## config.mk

```make
export PLATFORM = sky130hd
export DESIGN_NAME = vga_timing_engine_flat
export DESIGN_NICKNAME = d
export VERILOG_FILES = /design/src/rtl/vga_timing_pkg.sv /design/src/rtl/vga_timing_engine_if.sv /design/src/rtl/vga_sig_delay.sv /design/src/rtl/vga_timing_engine.sv /design/src/flat_wrapper.sv
export SDC_FILE = /design/constraint.sdc
export NUM_CORES = 1
export LEC_CHECK = 0
export BUFFER_PORTS_ARGS = -buffer_cell sky130_fd_sc_hd__clkbuf_2
export CAP_MARGIN = 30
export CORE_MARGIN = 1.5
export CORE_UTILIZATION = 45
export CTS_CLUSTER_DIAMETER = 80
export CTS_CLUSTER_SIZE = 10
export DETAILED_ROUTE_END_ITERATION = 10
export PLACE_DENSITY = 0.67
export SLEW_MARGIN = 10
export SYNTH_ARGS = -nofsm -noshare
export SYNTH_HDL_FRONTEND = slang
export SYNTH_SLANG_ARGS = --single-unit
```

## constraint.sdc

```tcl
create_clock -name clk25 -period 3.9 [get_ports clk25]
set_input_delay 0.39 -clock clk25 [delete_from_list [all_inputs] [get_ports clk25]]
set_output_delay 0.39 -clock clk25 [all_outputs]
set_load 0.02 [all_outputs]
```

## src/rtl/vga_timing_pkg.sv

```systemverilog
// Default 640x480 raster timing and width/total helpers shared by the VGA timing engine.
package vga_timing_pkg;

   localparam int unsigned DefWidth  = 640;
   localparam int unsigned DefHeight = 480;
   localparam int unsigned DefHFp    = 16;
   localparam int unsigned DefHSync  = 96;
   localparam int unsigned DefHBp    = 48;
   localparam int unsigned DefVFp    = 11;
   localparam int unsigned DefVSync  = 2;
   localparam int unsigned DefVBp    = 31;

   // Bits needed to count 0..n-1; never narrower than one bit.
   function automatic int unsigned clog2(input int unsigned n);
      int unsigned w;
      w = 0;
      for (int unsigned i = 0; i < 32; i++) begin
         if ((64'd1 << i) < 64'(n)) w = i + 1;
      end
      return (w == 0) ? 1 : w;
   endfunction

   function automatic int unsigned h_total(input int unsigned width, input int unsigned fp,
                                           input int unsigned sync, input int unsigned bp);
      return width + fp + sync + bp;
   endfunction

   function automatic int unsigned v_total(input int unsigned height, input int unsigned fp,
                                           input int unsigned sync, input int unsigned bp);
      return height + fp + sync + bp;
   endfunction

endpackage

```

## src/rtl/vga_timing_engine_if.sv

```systemverilog
// Raster timing bundle between the timing engine (master) and the pixel-fetch/colour path.
interface vga_timing_engine_if
   import vga_timing_pkg::*;
#(
   parameter int unsigned X_W     = clog2(h_total(DefWidth, DefHFp, DefHSync, DefHBp)),
   parameter int unsigned Y_W     = clog2(v_total(DefHeight, DefVFp, DefVSync, DefVBp)),
   parameter int unsigned FRAME_W = 16
);
   logic               pix_en;
   logic               frame_restart;
   logic [X_W-1:0]     x_ahead;
   logic [Y_W-1:0]     y_ahead;
   logic               active_ahead;
   logic               active;
   logic               hsync;
   logic               vsync;
   logic               line_end;
   logic               screen_end;
   logic [FRAME_W-1:0] frame_count;

   modport master (
      input  pix_en, frame_restart,
      output x_ahead, y_ahead, active_ahead, active, hsync, vsync, line_end, screen_end,
             frame_count
   );

   modport slave (
      output pix_en, frame_restart,
      input  x_ahead, y_ahead, active_ahead, active, hsync, vsync, line_end, screen_end,
             frame_count
   );

endinterface

```

## src/rtl/vga_sig_delay.sv

```systemverilog
// Enabled shift register of DEPTH stages, cleared to zero on reset; DEPTH=0 is a wire.
module vga_sig_delay #(
   parameter int unsigned W     = 1,
   parameter int unsigned DEPTH = 1
) (
   input  logic         clk_i,
   input  logic         rst_ni,
   input  logic         en_i,
   input  logic [W-1:0] d_i,
   output logic [W-1:0] q_o
);

   if (DEPTH == 0) begin : g_bypass
      logic unused_bypass;
      assign unused_bypass = ^{clk_i, rst_ni, en_i};
      assign q_o = d_i;
   end else begin : g_pipe
      logic [W-1:0] stage_q [DEPTH];

      always_ff @(posedge clk_i or negedge rst_ni) begin
         if (!rst_ni) begin
            for (int unsigned i = 0; i < DEPTH; i++) stage_q[i] <= '0;
         end else if (en_i) begin
            stage_q[0] <= d_i;
            for (int unsigned i = 1; i < DEPTH; i++) stage_q[i] <= stage_q[i-1];
         end
      end

      assign q_o = stage_q[DEPTH-1];
   end

endmodule

```

## src/rtl/vga_timing_engine.sv

```systemverilog
// Parametrised VGA raster generator: lead counters and coordinates, with sync/active/pulse
// outputs delayed LOOKAHEAD enabled cycles so framebuffer read latency is hidden.
module vga_timing_engine
   import vga_timing_pkg::*;
#(
   parameter int unsigned WIDTH      = DefWidth,
   parameter int unsigned HEIGHT     = DefHeight,
   parameter int unsigned H_FP       = DefHFp,
   parameter int unsigned H_SYNC     = DefHSync,
   parameter int unsigned H_BP       = DefHBp,
   parameter int unsigned V_FP       = DefVFp,
   parameter int unsigned V_SYNC     = DefVSync,
   parameter int unsigned V_BP       = DefVBp,
   parameter bit          H_SYNC_POL = 1'b0,
   parameter bit          V_SYNC_POL = 1'b0,
   parameter int unsigned LOOKAHEAD  = 2,
   parameter int unsigned FRAME_W    = 16
) (
   input logic                 clk25,
   input logic                 reset_n,
   vga_timing_engine_if.master bus
);

   localparam int unsigned H_TOTAL = h_total(WIDTH, H_FP, H_SYNC, H_BP);
   localparam int unsigned V_TOTAL = v_total(HEIGHT, V_FP, V_SYNC, V_BP);
   localparam int unsigned X_W     = clog2(H_TOTAL);
   localparam int unsigned Y_W     = clog2(V_TOTAL);

   // Inclusive bounds so no constant needs to reach 2**X_W when a back porch is zero.
   localparam logic [X_W-1:0] HLast      = X_W'(H_TOTAL - 1);
   localparam logic [X_W-1:0] HVisLast   = X_W'(WIDTH - 1);
   localparam logic [X_W-1:0] HSyncFirst = X_W'(WIDTH + H_FP);
   localparam logic [X_W-1:0] HSyncLast  = X_W'(WIDTH + H_FP + H_SYNC - 1);
   localparam logic [Y_W-1:0] VLast      = Y_W'(V_TOTAL - 1);
   localparam logic [Y_W-1:0] VVisLast   = Y_W'(HEIGHT - 1);
   localparam logic [Y_W-1:0] VSyncFirst = Y_W'(HEIGHT + V_FP);
   localparam logic [Y_W-1:0] VSyncLast  = Y_W'(HEIGHT + V_FP + V_SYNC - 1);

   logic [X_W-1:0]     h_q, h_d;
   logic [Y_W-1:0]     v_q, v_d;
   logic [FRAME_W-1:0] frame_q, frame_d;

   logic       h_vis, v_vis, vis, hs, vs, le, se;
   logic [4:0] lead_flags;
   logic [4:0] disp_flags;

   always_comb begin
      h_vis      = (h_q <= HVisLast);
      v_vis      = (v_q <= VVisLast);
      vis        = h_vis & v_vis;
      hs         = (h_q >= HSyncFirst) && (h_q <= HSyncLast);
      vs         = (v_q >= VSyncFirst) && (v_q <= VSyncLast);
      le         = (h_q == HLast);
      se         = le & (v_q == VLast);
      lead_flags = {vis, hs, vs, le, se};
   end

   always_comb begin
      h_d     = h_q;
      v_d     = v_q;
      frame_d = frame_q;
      if (bus.pix_en) begin
         if (le) begin
            h_d = '0;
            if (v_q == VLast) begin
               v_d     = '0;
               frame_d = frame_q + FRAME_W'(1);
            end else begin
               v_d = v_q + Y_W'(1);
            end
         end else begin
            h_d = h_q + X_W'(1);
         end
         // Restart overrides position only; a wrap on the same edge still counts the frame.
         if (bus.frame_restart) begin
            h_d = '0;
            v_d = '0;
         end
      end
   end

   always_ff @(posedge clk25 or negedge reset_n) begin
      if (!reset_n) begin
         h_q     <= '0;
         v_q     <= '0;
         frame_q <= '0;
      end else begin
         h_q     <= h_d;
         v_q     <= v_d;
         frame_q <= frame_d;
      end
   end

   vga_sig_delay #(
      .W     (5),
      .DEPTH (LOOKAHEAD)
   ) u_delay (
      .clk_i  (clk25),
      .rst_ni (reset_n),
      .en_i   (bus.pix_en),
      .d_i    (lead_flags),
      .q_o    (disp_flags)
   );

   assign bus.x_ahead      = h_vis ? h_q : '0;
   assign bus.y_ahead      = v_vis ? v_q : '0;
   assign bus.active_ahead = vis;
   assign bus.frame_count  = frame_q;
   assign bus.active       = disp_flags[4];
   assign bus.hsync        = disp_flags[3] ? H_SYNC_POL : ~H_SYNC_POL;
   assign bus.vsync        = disp_flags[2] ? V_SYNC_POL : ~V_SYNC_POL;
   assign bus.line_end     = disp_flags[1];
   assign bus.screen_end   = disp_flags[0];

endmodule

```

## src/flat_wrapper.sv

```systemverilog
// flat-port wrapper written by rule: the top's interface ports become plain ports
module vga_timing_engine_flat import vga_timing_pkg::*;
#(
   parameter int unsigned WIDTH      = DefWidth,
   parameter int unsigned HEIGHT     = DefHeight,
   parameter int unsigned H_FP       = DefHFp,
   parameter int unsigned H_SYNC     = DefHSync,
   parameter int unsigned H_BP       = DefHBp,
   parameter int unsigned V_FP       = DefVFp,
   parameter int unsigned V_SYNC     = DefVSync,
   parameter int unsigned V_BP       = DefVBp,
   parameter bit          H_SYNC_POL = 1'b0,
   parameter bit          V_SYNC_POL = 1'b0,
   parameter int unsigned LOOKAHEAD  = 2,
   parameter int unsigned FRAME_W    = 16
)
  (clk25, reset_n, bus_pix_en, bus_frame_restart, bus_x_ahead, bus_y_ahead, bus_active_ahead, bus_active, bus_hsync, bus_vsync, bus_line_end, bus_screen_end, bus_frame_count);
  vga_timing_engine_if #(.X_W(10), .Y_W(10), .FRAME_W(FRAME_W)) bus_i ();
  input logic clk25;
  input logic reset_n;
  input wire logic [$bits(bus_i.pix_en)-1:0] bus_pix_en;
  input wire logic [$bits(bus_i.frame_restart)-1:0] bus_frame_restart;
  output wire logic [$bits(bus_i.x_ahead)-1:0] bus_x_ahead;
  output wire logic [$bits(bus_i.y_ahead)-1:0] bus_y_ahead;
  output wire logic [$bits(bus_i.active_ahead)-1:0] bus_active_ahead;
  output wire logic [$bits(bus_i.active)-1:0] bus_active;
  output wire logic [$bits(bus_i.hsync)-1:0] bus_hsync;
  output wire logic [$bits(bus_i.vsync)-1:0] bus_vsync;
  output wire logic [$bits(bus_i.line_end)-1:0] bus_line_end;
  output wire logic [$bits(bus_i.screen_end)-1:0] bus_screen_end;
  output wire logic [$bits(bus_i.frame_count)-1:0] bus_frame_count;
  assign bus_i.pix_en = bus_pix_en;
  assign bus_i.frame_restart = bus_frame_restart;
  assign bus_x_ahead = bus_i.x_ahead;
  assign bus_y_ahead = bus_i.y_ahead;
  assign bus_active_ahead = bus_i.active_ahead;
  assign bus_active = bus_i.active;
  assign bus_hsync = bus_i.hsync;
  assign bus_vsync = bus_i.vsync;
  assign bus_line_end = bus_i.line_end;
  assign bus_screen_end = bus_i.screen_end;
  assign bus_frame_count = bus_i.frame_count;
  vga_timing_engine #(.WIDTH(WIDTH), .HEIGHT(HEIGHT), .H_FP(H_FP), .H_SYNC(H_SYNC), .H_BP(H_BP), .V_FP(V_FP), .V_SYNC(V_SYNC), .V_BP(V_BP), .H_SYNC_POL(H_SYNC_POL), .V_SYNC_POL(V_SYNC_POL), .LOOKAHEAD(LOOKAHEAD), .FRAME_W(FRAME_W)) u_core (.clk25(clk25), .reset_n(reset_n), .bus(bus_i));
endmodule
```

==> insert_results.sql, run 1 <==
INSERT INTO impl_metrics (metric_group, metric, value, unit) VALUES
('yosys', 'synth-seq-cells', '46', ''),
('die', 'core_area', '5205', 'µm²'),
('yosys', 'netlist_top_cells_area', 'dfrtp_1 46%, xnor2_1 7.0%, and2_1 4.5%', ''),
('sta', 'period_minus_slack', '2.358', 'ns'),
('routing', 'dr.pass1.iters', '4', ''),
('die', 'initial_utilization', '0.4779', ''),
('sta', 'fin_tns_setup', '0', 'ns'),
('place', 'post-dp-hpwl', '3.435', 'mm'),
('cts', 'cts_repair_resize_count', '0', ''),
('yosys', 'post_synth_edffs', '0', ''),
('yosys', 'synth_compound_gate_area_share', '0.06489', ''),
('sta', 'setup_viol', '0', ''),
('global_route', 'first_global_vias', '1782', ''),
('yosys', 'synth_cell_types', '46', ''),
('global_route', 'global_route_wire_length_before_repair', '8.507', 'mm'),
('hold_path', 'hold_class', 'input pin to asynchronous set/reset pin', ''),
('cts', 'tritoncts', 'built', ''),
('cts', 'cts-htree-levels', '2', ''),
('routing', 'detail_route.wl_per_cell', '13.60', 'µm'),
('yosys', 'syn_nets', '257', ''),
('yosys', 'main_combinational_cell_family_by_area_after_synthesis', 'simple AND/OR/NAND/NOR gates', ''),
('die', 'dieArea', '5982', 'µm²'),
('global_route', 'grt_antenna_before_repair', '0', ''),
('global_route', 'grt_max_degree', '47', ''),
('place', 'placement.io_buffers', '44', ''),
('cells_and_area', 'nets', '297', ''),
('sta', 'clock.fmax', '424.0', 'MHz'),
('sta', 'worst_rel_slew_slack', '0.4151', ''),
('place', 'gp_congestion', '0.7671', ''),
('yosys', 'part_of_the_yosys_area_used_for_sequential_elements', '0.4628', ''),
('cts', 'cts_buffers', '5', ''),
('run_status', 'run_status', 'completed', ''),
('yosys', 'synthArstFlopShare', '1.000', ''),
('sta', 'fin_crit_sh', '0.6047', ''),
('yosys', 'synthCells', '248', ''),
('sta', 'rsz0062_at_grt', 'no', ''),
('yosys', 'synth-main-ff-cell', 'dfrtp_1', ''),
('yosys', 'top_area_cell_type_share_of_the_netlist_area', '0.4628', ''),
('power', 'power_per_cell_area', '316.0', 'nW/µm²'),
('place', 'place_inst', '351', ''),
('global_route', 'grt_usage', '0.1779', ''),
('cts', 'cts-root-to-sink-buffers', '2', ''),
('yosys', 'syn-cell-area', '2487', 'µm²'),
('sta', 'clock_skew', '0.007136', 'ns'),
('yosys', 'synth_xor_area_frac', '0.08451', ''),
('yosys', 'synth_simple_gate_area_share', '0.2882', ''),
('routing', 'post_route_ant_nets', '0', ''),
('cts', 'cts.root.buffer_cell', 'clkbuf_8', ''),
('die', 'top_level_pins', '46', ''),
('cells_and_area', 'share_of_layout_cells_above_drive_strength_1', '0.2561', ''),
('critical_path', 'worst-endpoint-arrival', '1.97', 'ns'),
('routing', 'drcViolationCount', '0', ''),
('critical_path', 'type_of_the_worst_setup_path', 'register to output pin', ''),
('cells_and_area', 'fin_cells', '359', ''),
('cells_and_area', 'filler_instances', '479', ''),
('cts', 'cts_hold_buf', '0', ''),
('yosys', 'synth.yosys.warnings', '0', ''),
('power', 'totalPowerFinal', '0.9019', 'mW'),
('critical_path', 'worst_ep_required_time', '3.51', 'ns'),
('yosys', 'synth_top_area_cell', 'dfrtp_1', ''),
('yosys', 'yosys.area_share.adder', '0.02515', ''),
('critical_path', 'worstSetupStartpointType', 'register', ''),
('yosys', 'muxShareOfSynthArea', '0.03571', ''),
('cts', 'worst_skew_pair_later_pin_latency', '0.30', 'ns'),
('global_route', 'grt_overflow_total', '0', ''),
('routing', 'detail_route.wirelength', '4.884', 'mm'),
('critical_path', 'timing.critical_path.to_type', 'output pin', ''),
('sta', 'timing_max_transition_violations_final', '0', ''),
('cts', 'worst_setup_hold_path_clk_slew', '0.09', 'ns'),
('power', 'power_leakage', '1.368', 'nW'),
('routing', 'route.vias.total', '1885', ''),
('cells_and_area', 'synthToLayoutAreaGrowth', '14.74', '%'),
('yosys', 'syn-mean-instance-area', '10.03', 'µm²'),
('die', 'rows', '26', ''),
('routing', 'drt-initial-drc-count', '102', ''),
('sta', 'worst_slew_pin_tran', '0.8682', 'ns'),
('sta', 'timing.final.hold_violations', '0', ''),
('critical_path', 'crit_path_max_fanout', '8', ''),
('routing', 'detail_route.vias_per_cell', '5.251', ''),
('cts', 'cts_setup_buffers', '0', ''),
('power', 'power.ir.vdd_worst', '0.1824', 'mV'),
('cts', 'cts.sinks', '46', ''),
('cells_and_area', 'antenna_cells', '0', ''),
('job', 'max_cap_viol_count', '0', ''),
('die', 'die_w', '77.35', 'µm'),
('die', 'die_h', '77.35', 'µm');
-- final timing paths --
path                                       startpoint                          to  slack [ns]  cells after the start
max in group asynchronous                     reset_n               u_core.h_q[0]        3.33                      2
max reg2reg                             u_core.v_q[0]  u_core.bus.frame_count[15]        1.71                      6
min                                           reset_n               u_core.v_q[6]        0.16                      2
min reg2reg                u_core.bus.frame_count[15]  u_core.bus.frame_count[15]        0.49                      1
min in group clk25         u_core.bus.frame_count[15]  u_core.bus.frame_count[15]        0.49                      1
max                                     u_core.h_q[7]            bus_active_ahead        1.54                      3
-- per-stage QoR --
step | setup slack [ns] | cell area [µm²] | util | hold WS, ns
after floorplan | 2.014 | 2487 | - | 0.09441
after global placement | 1.749 | 2740 | 0.5264 | 0.4625
after detailed placement | 1.692 | 2740 | 0.5264 | 0.4672
after CTS | 1.540 | 2854 | 0.5483 | 0.1915
after global routing | 1.398 | 2854 | 0.5483 | 0.2228
final | 1.542 | 2854 | 0.5483 | 0.1633
-- critical path, cell delays in order (launching register included) --
cell and delay, ns:
dfrtp_1 0.49, o21ai_0 0.74, and2_1 0.27, clkbuf_2 0.18
-- metal layers --
layer	part of all wire	global-route usage	up-vias
li1	-	-	929
met4	0.012	0.05455	0
met2	0.48	0.2947	30
met1	0.48	0.2358	919
met5	0	0	-
met3	0.032	0.03412	7
-- layout by cell type (no fill, tap or decap), types with 7 or more instances in the layout --
master    instances
and2_1           18
clkbuf_2         44
dfrtp_1          46
inv_1             8
nand2_1          26
nand3_1          15
nand4_1           7
nor2_1           12
o21ai_0          10
xnor2_1          20
-- Yosys cell counts, types with 3 or more instances --
master	n
mux2_2	6
clkbuf_1	6
o21ai_1	3
nor2_2	4
nor2_1	12
nor3_1	5
nor3_2	5
ha_1	5
nand3_1	15
xnor2_1	20
inv_1	8
dfrtp_1	46
nand2_1	26
o21ai_0	10
xor2_1	4
a21o_1	3
nor2b_1	5
and3_1	6
nand4_1	7
and2_1	18
nor3b_1	3
-- power by group --
group / switching (mW) / internal [mW] / total, mW
Combinational: 0.0376 / 0.0161 / 0.0538
Clock: 0.166 / 0.191 / 0.357
Sequential: 0.00930 / 0.482 / 0.491
Total: 0.213 / 0.689 / 0.902
-- logic make-up (layout without fill, tap and decap cells) --
family | count (synthesis) | after routing
and+or+nand+nor | 119 | 119
DFF | 46 | 46
AOI/OAI and AO/OA | 25 | 25
xor gates and xnor gates | 24 | 24
buffers and inverters | 20 | 61
muxes | 8 | 8
adders and majority gates | 5 | 5
other | 1 | 1
-- cell type report --
type | count | area [µm²] | area share
clock buffers | 5 | 68.82 | 0.02411
clock inverters | 3 | 45.04 | 0.01578
inverters | 8 | 30.03 | 0.01052
multi-input cells | 182 | 1244 | 0.4358
flip-flops and latches | 46 | 1151 | 0.4033
well taps | 70 | 87.58 | 0.03069
repair buffers | 45 | 227.7 | 0.07979
-- registers in the layout (all words and copies together) (netlist names) --
register	cells
u_core.h_q	10
u_core.u_delay.g_pipe.stage_q	5
u_core.v_q	10
u_core.bus.frame_count	16
u_core.u_delay.q_o	5
Note: power is estimated with default switching activity, not from simulation.
==> inputs of run 2 (changes only) <==
clock period = 2.4 ns   (was 3.9 ns; I/O delays follow)
==> run 2 against run 1 <==
Effect of this change: core utilization rose by 0.38 points; highest routed layer unchanged; cell count up 1.7%; sequential power is 62% higher; combinational power grew 73%; clock skew barely moved; clock power increased by 30%; worst hold slack better by 0.23 ns; critical endpoint is now u_core.bus.frame_count[11]; largest power group unchanged; critical path type is now register to register; sequential share of layout area down 0.28 points; global-route usage rose by 0.29 points; wire length shrank 0.70%; register-to-register slack worse by 1.5 ns.
==> insert_results.sql, run 2 (synthesized netlist as in run 1, its figures left out) <==
INSERT INTO impl_metrics (metric_group, metric, value, unit) VALUES
('sta', 'period_minus_slack', '2.155', 'ns'),
('place', 'placement.io_buffers', '44', ''),
('cts', 'cts_repair_resize_count', '0', ''),
('routing', 'detail_route.wl_per_cell', '13.29', 'µm'),
('critical_path', 'r2r-end', 'u_core.bus.frame_count[11]', ''),
('die', 'rows', '26', ''),
('die', 'top_level_pins', '46', ''),
('cts', 'cts_setup_buffers', '0', ''),
('routing', 'drcViolationCount', '0', ''),
('sta', 'timing.final.hold_violations', '0', ''),
('cts', 'cts_hold_buf', '1', ''),
('die', 'die_h', '77.35', 'µm'),
('cells_and_area', 'finish.utilization', '0.5522', ''),
('cells_and_area', 'layout.cells.most_common_list', '46 x dfrtp_1, 44 x clkbuf_2, 26 x nand2_1, 20 x xnor2_1, 18 x and2_1', ''),
('sta', 'fin_worst_hold_slack', '0.3917', 'ns'),
('die', 'initial_utilization', '0.4779', ''),
('cts', 'worst_setup_hold_path_clk_slew', '0.08', 'ns'),
('critical_path', 'worst-endpoint-arrival', '2.33', 'ns'),
('power', 'cellInternalPower', '1.019', 'mW'),
('place', 'place_inst', '356', ''),
('power', 'power.ir.vdd_worst', '0.2655', 'mV'),
('cells_and_area', 'nets', '303', ''),
('critical_path', 'r2r-start', 'u_core.v_q[0]', ''),
('cts', 'cts-root-to-sink-buffers', '2', ''),
('die', 'die_w', '77.35', 'µm'),
('routing', 'detail_route.wirelength', '4.850', 'mm'),
('hold_path', 'worst_hold_startpoint', 'bus_frame_restart', ''),
('sta', 'clock.fmax', '463.9', 'MHz'),
('cells_and_area', 'synthToLayoutAreaGrowth', '15.54', '%'),
('cts', 'worst_skew_pair_later_pin_latency', '0.30', 'ns'),
('cts', 'tritoncts', 'built', ''),
('cts', 'cts.sinks', '46', ''),
('cells_and_area', 'largest_register_ffs', '16', ''),
('critical_path', 'worst-r2r-setup-slack', '0.24', 'ns'),
('run_status', 'run_status', 'completed', ''),
('sta', 'setup_viol', '0', ''),
('hold_path', 'hold_class', 'input pin to register', ''),
('routing', 'post_route_ant_nets', '0', ''),
('cts', 'cts_buffers', '5', ''),
('critical_path', 'worstSetupStartpointType', 'register', ''),
('place', 'post-dp-hpwl', '3.624', 'mm'),
('power', 'sw_frac_of_total', '0.2465', ''),
('global_route', 'grt_max_degree', '25', ''),
('routing', 'detail_route.vias_per_cell', '5.145', ''),
('critical_path', 'crit_path_max_fanout', '7', ''),
('critical_path', 'worst_ep_required_time', '2.58', 'ns'),
('cells_and_area', 'finish.instance_area', '2874', 'µm²'),
('routing', 'route.vias.total', '1878', ''),
('cells_and_area', 'antenna_cells', '0', ''),
('power', 'power_per_cell_area', '470.6', 'nW/µm²'),
('hold_path', 'worstHoldPathCells', '4', ''),
('global_route', 'global_route_wire_length_before_repair', '8.694', 'mm'),
('die', 'core_area', '5205', 'µm²'),
('global_route', 'grt_usage', '0.1808', ''),
('power', 'total_switching_power', '0.3334', 'mW'),
('power', 'p_comb_frac', '0.069', ''),
('place', 'placed_standard_cell_area', '2778', 'µm²'),
('job', 'max_cap_viol_count', '0', ''),
('global_route', 'grt_antenna_before_repair', '0', ''),
('sta', 'fin_crit_sh', '0.8981', ''),
('critical_path', 'type_of_the_worst_setup_path', 'register to register', ''),
('power', 'p_clk_frac', '0.342', ''),
('routing', 'dr.pass1.iters', '4', ''),
('sta', 'clock_skew', '0.006962', 'ns'),
('critical_path', 'timing.critical_path.to_type', 'register', ''),
('global_route', 'first_global_vias', '1830', ''),
('critical_path', 'cells_on_worst_reg2reg_path', '6', ''),
('cells_and_area', 'fin_cells', '365', ''),
('routing', 'drt-initial-drc-count', '59', ''),
('sta', 'rsz0062_at_grt', 'no', ''),
('hold_path', 'hold_end', 'u_core.v_q[2]', ''),
('place', 'gp_congestion', '0.8024', ''),
('cells_and_area', 'share_of_layout_cells_above_drive_strength_1', '0.2644', ''),
('cts', 'cts.root.buffer_cell', 'clkbuf_8', ''),
('die', 'dieArea', '5982', 'µm²'),
('cells_and_area', 'mostFrequentLayoutCell', 'dfrtp_1', ''),
('cts', 'cts-htree-levels', '2', ''),
('sta', 'fin_tns_setup', '0', 'ns'),
('power', 'seq_power_share', '0.589', ''),
('sta', 'timing_max_transition_violations_final', '0', ''),
('power', 'power_leakage', '1.389', 'nW'),
('global_route', 'grt_overflow_total', '0', '');
[run 2: cell count changes in the layout (fill, tap and decap cells not counted), sizes merged]
cell | before | now
buf | 1 | 6
clkinv | 0 | 2
clkinvlp | 2 | 0
bufinv | 1 | 0
clkbuf | 49 | 50
dlygate4sd3 | 0 | 1
[run 2: worst max-delay path: stages, from the launching register on]
cell     delay, ns
dfrtp_1       0.41
ha_1          0.20
nor2b_1       0.22
nand4_1       0.37
nor4_4        0.52
nand2_1       0.15
xnor2_1       0.16
[run 2: worst max-delay path by stage]
stage / start / endpoint / slack [ns] / cells after the start
floorplan: u_core.v_q[0] / u_core.bus.frame_count[15] / 0.51 / 6
global placement: u_core.v_q[0] / u_core.bus.frame_count[15] / 0.36 / 6
detailed placement: u_core.v_q[0] / u_core.bus.frame_count[15] / 0.25 / 6
CTS: u_core.v_q[0] / u_core.bus.frame_count[11] / 0.23 / 6
global route: u_core.v_q[0] / u_core.bus.frame_count[15] / 0.07 / 6
finish: u_core.v_q[0] / u_core.bus.frame_count[11] / 0.24 / 6
[run 2: power groups by stage]
stage	clock network [mW]	logic, mW	registers (mW)
after floorplan	0	0.0604	0.804
after global placement	0	0.0930	0.812
after detailed placement	0	0.0937	0.812
after CTS	0.477	0.0953	0.797
after global routing	0.515	0.107	0.799
final	0.463	0.0933	0.796
[run 2: final cells by class]
| class | instances | area [µm²] |
|---|---|---|
| clock buffers | 6 | 72.57 |
| clock inverters | 2 | 13.76 |
| fillers | 501 | 2331 |
| inverters | 8 | 30.03 |
| multi-input cells | 182 | 1244 |
| flip-flops and latches | 46 | 1151 |
| well taps | 70 | 87.58 |
| repair buffers | 51 | 275.3 |
[run 2: per-layer routing]
metal | share of wire | global-route usage | routed length [µm] | vias up
li1 | - | - | - | 936
met1 | 0.47 | 0.2438 | 2260 | 900
met2 | 0.49 | 0.2895 | 2377 | 36
met3 | 0.033 | 0.04353 | 158 | 6
met4 | 0.011 | 0.05273 | 53 | 0
met5 | 0 | 0 | 0 | -
[run 2: stage by stage]
step	worst slack (ns)	total power [mW]
global placement	0.3624	0.9048
detailed placement	0.2514	0.9059
finish	0.2445	1.352
CTS	0.2305	1.369
global route	0.07248	1.422
floorplan	0.5144	0.8641
==> inputs of run 3 (changes only) <==
clock period = 2.2 ns   (was 2.4 ns; I/O delays follow)
==> run 3 against run 2 <==
Effect of this change: wire length grew 2.4%; critical endpoint is now u_core.bus.frame_count[15]; non-clock buffer count increased by 1; final area increased by 1.1%; maximum frequency is 5.6% higher; clock power grew 40%; cell count stayed put; clock skew down 0.0025 ns; clock-buffer cell count unchanged; die area unchanged; register-to-register slack got worse by 0.08 ns.
==> insert_results.sql, run 3 (synthesized netlist as in run 1, its figures left out) <==
INSERT INTO impl_metrics (metric_group, metric, value, unit) VALUES
('run_status', 'run_status', 'completed', ''),
('critical_path', 'worst-endpoint-arrival', '2.23', 'ns'),
('cts', 'cts_buffers', '5', ''),
('die', 'die_h', '77.35', 'µm'),
('cts', 'cts-htree-levels', '2', ''),
('routing', 'route.vias.total', '1872', ''),
('power', 'power_per_cell_area', '555.6', 'nW/µm²'),
('cts', 'cts.root.buffer_cell', 'clkbuf_8', ''),
('power', 'cellInternalPower', '1.249', 'mW'),
('die', 'dieArea', '5982', 'µm²'),
('sta', 'rsz0062_at_grt', 'no', ''),
('critical_path', 'crit_path_cell_trace', 'nor4b_4 -> nand3_2 -> nor4_4 -> nand4_1 -> xnor2_1', ''),
('cts', 'tritoncts', 'built', ''),
('global_route', 'grt_antenna_before_repair', '0', ''),
('routing', 'drt-initial-drc-count', '84', ''),
('power', 'p_clk_frac', '0.400', ''),
('cells_and_area', 'antenna_cells', '0', ''),
('cells_and_area', 'largest_register_ffs', '16', ''),
('cells_and_area', 'mostFrequentLayoutCell', 'dfrtp_1', ''),
('global_route', 'first_global_vias', '1835', ''),
('power', 'sw_frac_of_total', '0.2265', ''),
('sta', 'setup_viol', '0', ''),
('global_route', 'grt_overflow_total', '0', ''),
('place', 'post-dp-hpwl', '3.562', 'mm'),
('sta', 'timing_max_transition_violations_final', '0', ''),
('place', 'gp_congestion', '0.8017', ''),
('cts', 'cts-root-to-sink-buffers', '2', ''),
('sta', 'clock_skew', '0.004503', 'ns'),
('power', 'power.ir.vdd_worst', '0.2987', 'mV'),
('cts', 'cts.sinks', '46', ''),
('cells_and_area', 'layout.cells.most_common_list', '46 x dfrtp_1, 44 x clkbuf_2, 26 x nand2_1, 20 x xnor2_1, 18 x and2_1', ''),
('routing', 'detail_route.vias_per_cell', '5.129', ''),
('global_route', 'grt_usage', '0.1768', ''),
('sta', 'worst_slew_pin_tran', '0.5804', 'ns'),
('cts', 'cts_repair_resize_count', '0', ''),
('die', 'die_w', '77.35', 'µm'),
('place', 'placed_standard_cell_area', '2793', 'µm²'),
('power', 'total_switching_power', '0.3655', 'mW'),
('critical_path', 'crit_path_top_delay_cell', 'nor4_4', ''),
('power', 'p_comb_frac', '0.061', ''),
('routing', 'detail_route.wl_per_cell', '13.61', 'µm'),
('place', 'placement.io_buffers', '44', ''),
('critical_path', 'slowest_delay', '0.52', 'ns'),
('cts', 'worst_setup_hold_path_clk_slew', '0.08', 'ns'),
('hold_path', 'hold_class', 'input pin to asynchronous set/reset pin', ''),
('global_route', 'global_route_wire_length_before_repair', '8.487', 'mm'),
('critical_path', 'crit_path_max_fanout', '8', ''),
('critical_path', 'type_of_the_worst_setup_path', 'register to register', ''),
('power', 'seq_power_share', '0.539', ''),
('critical_path', 'timing.critical_path.to_type', 'register', ''),
('critical_path', 'worst_ep_required_time', '2.39', 'ns'),
('sta', 'period_minus_slack', '2.040', 'ns'),
('sta', 'clock.fmax', '490.1', 'MHz'),
('cts', 'worst_skew_pair_later_pin_latency', '0.30', 'ns'),
('cells_and_area', 'nets', '304', ''),
('cells_and_area', 'synthToLayoutAreaGrowth', '16.80', '%'),
('sta', 'fin_crit_sh', '0.9275', ''),
('die', 'top_level_pins', '46', ''),
('routing', 'drcViolationCount', '0', ''),
('die', 'initial_utilization', '0.4779', ''),
('sta', 'worst_rel_slew_slack', '0.6131', ''),
('global_route', 'grt_max_degree', '47', ''),
('die', 'core_area', '5205', 'µm²'),
('cells_and_area', 'share_of_layout_cells_above_drive_strength_1', '0.2712', ''),
('cells_and_area', 'finish.instance_area', '2905', 'µm²'),
('power', 'power_leakage', '1.406', 'nW'),
('routing', 'detail_route.wirelength', '4.967', 'mm'),
('die', 'rows', '26', ''),
('routing', 'dr.pass1.iters', '4', ''),
('sta', 'fin_tns_setup', '0', 'ns'),
('sta', 'timing.final.hold_violations', '0', ''),
('job', 'max_cap_viol_count', '0', ''),
('critical_path', 'worstSetupStartpointType', 'register', ''),
('routing', 'post_route_ant_nets', '0', '');
run 3: repair_timing:
| item | in CTS | in global routing |
|---|---|---|
| endpoints found under the setup margin | 0 | 1 |
| hold buffers | 0 | 0 |
| buffers inserted | 0 | 0 |
run 3: layout make-up:
cell class              count  area [µm²]
multi-input cells         182        1244
clock buffers               6       82.58
inverters                   8       30.03
flip-flops and latches     46        1151
well taps                  70       87.58
clock inverters             1       30.03
repair buffers             52       280.3
fillers                   506        2300
run 3: through the flow:
step,hold WS (ns),instances,util,setup slack [ns],total power [mW]
global route,0.06032,365,0.5582,0.01118,1.678
finish,0.005705,365,0.5582,0.1596,1.614
detailed placement,0.3504,358,0.5365,0.1670,0.9868
floorplan,-0.07559,248,-,0.3144,0.9427
global placement,0.3466,358,0.5365,0.2176,0.9858
CTS,0.02784,365,0.5582,0.1322,1.631
run 3: worst max-delay path, delay by kind of cell (launching register included):
| family | cells | cell delay, ns |
|---|---|---|
| and+or+nand+nor | 4 | 1.29 |
| xor gates and xnor gates | 1 | 0.15 |
| DFF | 1 | 0.48 |
run 3: path summary, 6_finish.rpt:
path	cells past startpoint	endpoint	slack, ns	from
min in group clk25	3	u_core.v_q[2]	0.37	bus_frame_restart
worst max-delay path	5	u_core.bus.frame_count[15]	0.16	u_core.h_q[7]
worst min-delay path	2	u_core.v_q[6]	0.006	reset_n
worst min register to register	2	u_core.u_delay.q_o[2]	0.49	u_core.u_delay.g_pipe.stage_q[7]
max in group asynchronous	2	u_core.u_delay.g_pipe.stage_q[9]	1.80	reset_n
worst max register to register	5	u_core.bus.frame_count[15]	0.16	u_core.h_q[7]
run 3: power by group through the flow:
stage / clock, mW / combinational (mW) / sequential [mW]
after floorplan: 0 / 0.0659 / 0.877
after global placement: 0 / 0.0998 / 0.886
after detailed placement: 0 / 0.101 / 0.886
after CTS: 0.661 / 0.102 / 0.869
after global routing: 0.695 / 0.111 / 0.872
final: 0.646 / 0.0989 / 0.869
run 3: metal layers:
metal | vias to the layer above | GRT usage | routed length (µm)
met1 | 904 | 0.2258 | 2288
met3 | 5 | 0.03412 | 165
met2 | 31 | 0.3000 | 2448
met5 | - | 0 | 0
li1 | 932 | - | -
met4 | 0 | 0.06000 | 65
